[config.mk]
export PLATFORM = sky130hd
export DESIGN_NAME = wb_bus_arbiter
export DESIGN_NICKNAME = d
export VERILOG_FILES = /design/src/rtl/wb_bus_arbiter.sv
export SDC_FILE = /design/constraint.sdc
export NUM_CORES = 1
export LEC_CHECK = 0
export BUFFER_PORTS_ARGS = -buffer_cell sky130_fd_sc_hd__buf_2
export CORE_AREA = 2 2 129 131
export DETAILED_ROUTE_END_ITERATION = 12
export DIE_AREA = 0 0 131 133
export PLACE_DENSITY = 0.51
export SYNTH_ARGS = -nofsm -noshare
export SYNTH_HDL_FRONTEND = slang
export SYNTH_SLANG_ARGS = --single-unit
[constraint.sdc]
create_clock -name clk -period 4.15 [get_ports clk]
set_input_delay 0.83 -clock clk [delete_from_list [all_inputs] [get_ports clk]]
set_output_delay 0.83 -clock clk [all_outputs]
set_load 0.02 [all_outputs]
[src/rtl/wb_bus_arbiter.sv]
// ---------------------------------------------------------------------------
// wb_bus_arbiter
//
// Purpose:
//   Arbitrates the CPU's data master (m0, DWISHBONE) and instruction master
//   (m1, IWISHBONE) onto one shared Wishbone slave port. Ownership is held
//   for a whole bus cycle (cyc high), so line fills and store-buffer drains
//   are never interleaved. A bus watchdog ends transfers whose strobe has
//   gone unacknowledged for TIMEOUT cycles by pulsing the owner's err for
//   one cycle.
//
// Handshake:
//   A beat completes in the cycle where the owner's stb_i and s_ack_i are
//   both high. ack/err are combinational, one-cycle pulses and are only
//   ever returned to the current owner. s_ack_i seen while idle or while
//   the owner's stb is low is dropped.
//
// Configuration macro:
//   WB_ARB_ROUND_ROBIN_EN - when defined, the idle-state arbiter favours the
//   master that did not own the bus last. Otherwise m0 always wins.
//
// Ports:
//   clk, rst                   clock (rising edge), synchronous active-high reset
//   m0_*_i / m0_*_o            data master Wishbone port
//   m1_*_i / m1_*_o            instruction master Wishbone port
//   s_*_o / s_data_i, s_ack_i  shared slave port
//   grant_o                    one-hot owner (bit0 = m0, bit1 = m1), 00 = idle
//   dbg_state_o                FSM state (0 idle, 1 own m0, 2 own m1)
//   dbg_cnt_o                  watchdog counter
// ---------------------------------------------------------------------------
module wb_bus_arbiter #(
  parameter int TIMEOUT = 255,
  parameter int TO_W    = 8
) (
  input  logic            clk,
  input  logic            rst,
  // data master
  input  logic [31:0]     m0_addr_i,
  input  logic [31:0]     m0_data_i,
  input  logic            m0_we_i,
  input  logic            m0_stb_i,
  input  logic            m0_cyc_i,
  input  logic [3:0]      m0_sel_i,
  output logic [31:0]     m0_data_o,
  output logic            m0_ack_o,
  output logic            m0_err_o,
  // instruction master
  input  logic [31:0]     m1_addr_i,
  input  logic [31:0]     m1_data_i,
  input  logic            m1_we_i,
  input  logic            m1_stb_i,
  input  logic            m1_cyc_i,
  input  logic [3:0]      m1_sel_i,
  output logic [31:0]     m1_data_o,
  output logic            m1_ack_o,
  output logic            m1_err_o,
  // shared slave
  output logic [31:0]     s_addr_o,
  output logic [31:0]     s_data_o,
  output logic            s_we_o,
  output logic            s_stb_o,
  output logic            s_cyc_o,
  output logic [3:0]      s_sel_o,
  input  logic [31:0]     s_data_i,
  input  logic            s_ack_i,
  // status
  output logic [1:0]      grant_o,
  output logic [1:0]      dbg_state_o,
  output logic [TO_W-1:0] dbg_cnt_o
);

  localparam logic [1:0] ST_IDLE   = 2'd0;
  localparam logic [1:0] ST_OWN_M0 = 2'd1;
  localparam logic [1:0] ST_OWN_M1 = 2'd2;

  localparam logic [TO_W-1:0] TO_LAST = TO_W'(TIMEOUT - 1);

  logic [1:0]      r_state;
  logic [1:0]      w_next_state;
  logic [TO_W-1:0] r_cnt;
  logic            w_own_stb;
  logic            w_fire;

  // Owner's raw strobe; the watchdog looks at this rather than s_stb_o,
  // because s_stb_o is itself suppressed in the cycle the watchdog fires.
  always_comb begin
    w_own_stb = 1'b0;
    case (r_state)
      ST_OWN_M0: w_own_stb = m0_stb_i;
      ST_OWN_M1: w_own_stb = m1_stb_i;
      default:   w_own_stb = 1'b0;
    endcase
  end

  // Ack beats the watchdog when both land in the same cycle.
  assign w_fire = w_own_stb & ~s_ack_i & (r_cnt == TO_LAST);

`ifdef WB_ARB_ROUND_ROBIN_EN
  // 1 = m1 owned last (so m0 is favoured), 0 = m0 owned last.
  logic r_last_owner;

  always_ff @(posedge clk) begin
    if (rst) begin
      r_last_owner <= 1'b1;
    end else if (r_state == ST_IDLE) begin
      if (w_next_state == ST_OWN_M0) begin
        r_last_owner <= 1'b0;
      end else if (w_next_state == ST_OWN_M1) begin
        r_last_owner <= 1'b1;
      end
    end
  end
`endif

  // State register
  always_ff @(posedge clk) begin
    if (rst) begin
      r_state <= ST_IDLE;
    end else begin
      r_state <= w_next_state;
    end
  end

  // Next-state logic. Ownership always drops back through IDLE, which
  // guarantees one idle bus cycle between different owners.
  always_comb begin
    w_next_state = r_state;
    case (r_state)
      ST_IDLE: begin
`ifdef WB_ARB_ROUND_ROBIN_EN
        if (m0_cyc_i && m1_cyc_i) begin
          w_next_state = r_last_owner ? ST_OWN_M0 : ST_OWN_M1;
        end else if (m0_cyc_i) begin
          w_next_state = ST_OWN_M0;
        end else if (m1_cyc_i) begin
          w_next_state = ST_OWN_M1;
        end
`else
        if (m0_cyc_i) begin
          w_next_state = ST_OWN_M0;
        end else if (m1_cyc_i) begin
          w_next_state = ST_OWN_M1;
        end
`endif
      end
      ST_OWN_M0: if (!m0_cyc_i) w_next_state = ST_IDLE;
      ST_OWN_M1: if (!m1_cyc_i) w_next_state = ST_IDLE;
      default:   w_next_state = ST_IDLE;
    endcase
  end

  // Watchdog counter: counts stalled strobe cycles; any ack, idle strobe,
  // idle state or firing returns it to zero, so it never wraps.
  always_ff @(posedge clk) begin
    if (rst || !w_own_stb || s_ack_i || w_fire) begin
      r_cnt <= '0;
    end else begin
      r_cnt <= r_cnt + TO_W'(1);
    end
  end

  // Output logic. Reset forces all bus outputs low so an aborted transfer
  // cannot see an ack in the reset cycle itself.
  always_comb begin
    s_addr_o  = '0;
    s_data_o  = '0;
    s_we_o    = 1'b0;
    s_stb_o   = 1'b0;
    s_cyc_o   = 1'b0;
    s_sel_o   = '0;
    m0_data_o = '0;
    m0_ack_o  = 1'b0;
    m0_err_o  = 1'b0;
    m1_data_o = '0;
    m1_ack_o  = 1'b0;
    m1_err_o  = 1'b0;
    grant_o   = 2'b00;
    case (r_state)
      ST_OWN_M0: begin
        grant_o = 2'b01;
        if (!rst) begin
          s_addr_o  = m0_addr_i;
          s_data_o  = m0_data_i;
          s_we_o    = m0_we_i;
          s_sel_o   = m0_sel_i;
          s_cyc_o   = m0_cyc_i;
          s_stb_o   = m0_stb_i & ~w_fire;
          m0_ack_o  = s_ack_i & m0_stb_i;
          m0_err_o  = w_fire;
          m0_data_o = s_data_i;
        end
      end
      ST_OWN_M1: begin
        grant_o = 2'b10;
        if (!rst) begin
          s_addr_o  = m1_addr_i;
          s_data_o  = m1_data_i;
          s_we_o    = m1_we_i;
          s_sel_o   = m1_sel_i;
          s_cyc_o   = m1_cyc_i;
          s_stb_o   = m1_stb_i & ~w_fire;
          m1_ack_o  = s_ack_i & m1_stb_i;
          m1_err_o  = w_fire;
          m1_data_o = s_data_i;
        end
      end
      default: grant_o = 2'b00;
    endcase
  end

  assign dbg_state_o = r_state;
  assign dbg_cnt_o   = r_cnt;

endmodule

==> metrics <==
Static Leak=about 2.1 nW; fin nets=798; count leader, synth=a22oi_1; Final Critical Period=between 3 and 4 ns; post-route ant nets=0; # diodes=0; Root Driver=clkbuf_16; via count=3,332; Overflow after GRT=0; Max VDD drop=0.000139 V; #FFs+latches synth=10; Skew-Pair Late Insertion Delay=0.23 ns; RSZ-0062 raised after global routing=false; maximum clock insertion buffer count=2; Hold Buf Count CTS=0; CTS tree=yes; Final Cycle Share=0.764; top cells by count, synth=a22oi_1, nor2_1, and2_1; crit end category=output pin; skew final=~0.00099 ns; pwr dens=159 nW/um2; sequential element share of the synthesized area=0.103; die height=133 um; R2R Setup Slk=1.77 ns; Via density=approximately 4.0; maxcap violations=0; Int Power=0.000370 W; # setup viols final=0; Sw Share=0.401; Crit path required time=3.32 ns; Sequential Power Share=0.165; post-DP HPWL=9040 um; Iter 0 DRT Violations=164; Async SR Flop Fraction=0; vias in the first global route=2,993; Clk pwr share=0.270; I/O pin cnt=~330; post-synth top area cell=a22oi_1; Total GRT Usage=0.115; cells after synthesis=307; Syn Nets=about 490; die area=about 17,000 um2; status=finished, final reports clean; routability cong.=approximately 0.8; FMAX=approximately 320 MHz; Post-synth EDFFs=0; Worst Path Arrival=2.34 ns; Comb pwr share=0.566; critical path launch point type=flip-flop; Port Buffers=327; ys flop type=dfxtp_1; initial antenna violation count=0; Resize count post-CTS=0; CTS Sinks=10; HP Class=reg -> reg; Routed WL=11,000 um; DR pass1 iterations=4; pin count of the biggest net entering global routing=68; first-pass GRT wire length=16,100 um; Area Growth Syn to Fin=99.5%; post-CTS setup buffers=0; Hold Violations, Final=0; Mapped Area=1940 um2; clk slew on worst S/H paths=0.04 ns; cts bufs inserted=3; Critical Path Fanout Max=around 40; Psw=0.000247 W; Pins Over Slew Limit=0; Routed wire per std cell=13.2 um; syn avg cell area=approximately 6.3 um2; Initial Util=0.120; post-synth cell types=29; DR DRC count=0; Die X=131 um; Synth top area share=0.279; Site Rows=47; yosys warns=0; layout cells sized above 1=0.572; H-tree levels=1; Setup CP Type=reg -> out; Placed Area=between 3000 and 4000 um2; TNS Setup=0 ns; worst slew pin tran=0.733 ns; post-route cell area=3870 um2; Synth area leaders=a22oi_1, and2_1, nor2_1; core box area=16,200 um2; max-slew headroom at the worst pin=0.512
==> cells by family after synthesis <==
kind of cell / after synthesis / synth area share
AND/OR/NAND/NOR: 170 / 0.453
buffers and inverters: 37 / 0.0787
AO/OA/AOI/OAI: 78 / 0.298
adder cells (fa/ha/maj): 7 / 0.0451
XOR/XNOR: 5 / 0.0226
flip-flops: 10 / 0.103
==> critical path, cell delays in order (launching register included) <==
cell      delay [ns]
dfxtp_1         0.43
inv_1           0.12
ha_1            0.46
nand2b_2        0.42
buf_12          0.34
nor2_1          0.13
buf_2           0.19
==> stage by stage <==
stage	total power, W	std cells	utilization	setup WS [ns]	hold slack [ns]
6_report	0.000617	832	0.239	0.979	0.490
3_3_place_gp	0.000456	829	0.235	1.14	0.475
2_1_floorplan	0.000291	307	-	1.41	0.539
4_1_cts	0.000624	832	0.239	0.890	0.486
3_5_place_dp	0.000456	829	0.235	1.14	0.477
5_1_grt	0.000664	832	0.239	0.706	0.528
==> registers in the layout, summed over array words and instances, names as in the netlist <==
name	count
dbg_cnt_o	8
dbg_state_o	2
==> power by group through the flow <==
stage / Clock (W) / Sequential (W) / Combinational [W]
2_1_floorplan: 0 / 0.000105 / 0.000187
3_3_place_gp: 0 / 0.000103 / 0.000353
3_5_place_dp: 0 / 0.000103 / 0.000352
4_1_cts: 0.000169 / 0.000102 / 0.000353
5_1_grt: 0.000177 / 0.000102 / 0.000385
6_report: 0.000166 / 0.000102 / 0.000349
==> path summary, 6_finish.rpt <==
| kind | start | cells past startpoint | endpoint |
|---|---|---|---|
| worst min-delay path | dbg_cnt_o[0]$_SDFF_PP0_ | 1 | dbg_cnt_o[0]$_SDFF_PP0_ |
| worst max-delay path | dbg_state_o[0]$_SDFFE_PP0P_ | 6 | s_we_o |
| worst max register to register | dbg_state_o[0]$_SDFFE_PP0P_ | 5 | dbg_cnt_o[5]$_SDFF_PP0_ |
| worst min register to register | dbg_cnt_o[0]$_SDFF_PP0_ | 1 | dbg_cnt_o[0]$_SDFF_PP0_ |
==> layout make-up <==
type	instances	area (um2)
fillers	1862	12300
repair buffers	334	1700
multi-input cells	260	1600
well taps	220	275
flip-flops and latches	10	200
clock buffers	3	75.1
inverters	5	18.8
==> placed cells by master (no fill, tap or decap), types with 3 or more instances in the layout <==
cell         n
nor3b_1      3
nor2_2       7
nor2b_1      5
inv_1        5
clkbuf_16    3
nand2_1      7
dfxtp_1     10
a21oi_1      3
buf_2      327
ha_1         5
and2_1      64
buf_4        6
nor2_1      68
and3_1       3
xor2_1       3
nand3_1      5
a22oi_1     72
==> per-layer routing <==
layer  up-vias  track usage  wire (um)
met3         4       0.0174        784
met4         0      0.00709         27
met1      1492        0.157       4850
li1       1676            -          -
met2       160        0.199       5350
met5         -            0          0
Power figures use the tool's default switching activity.
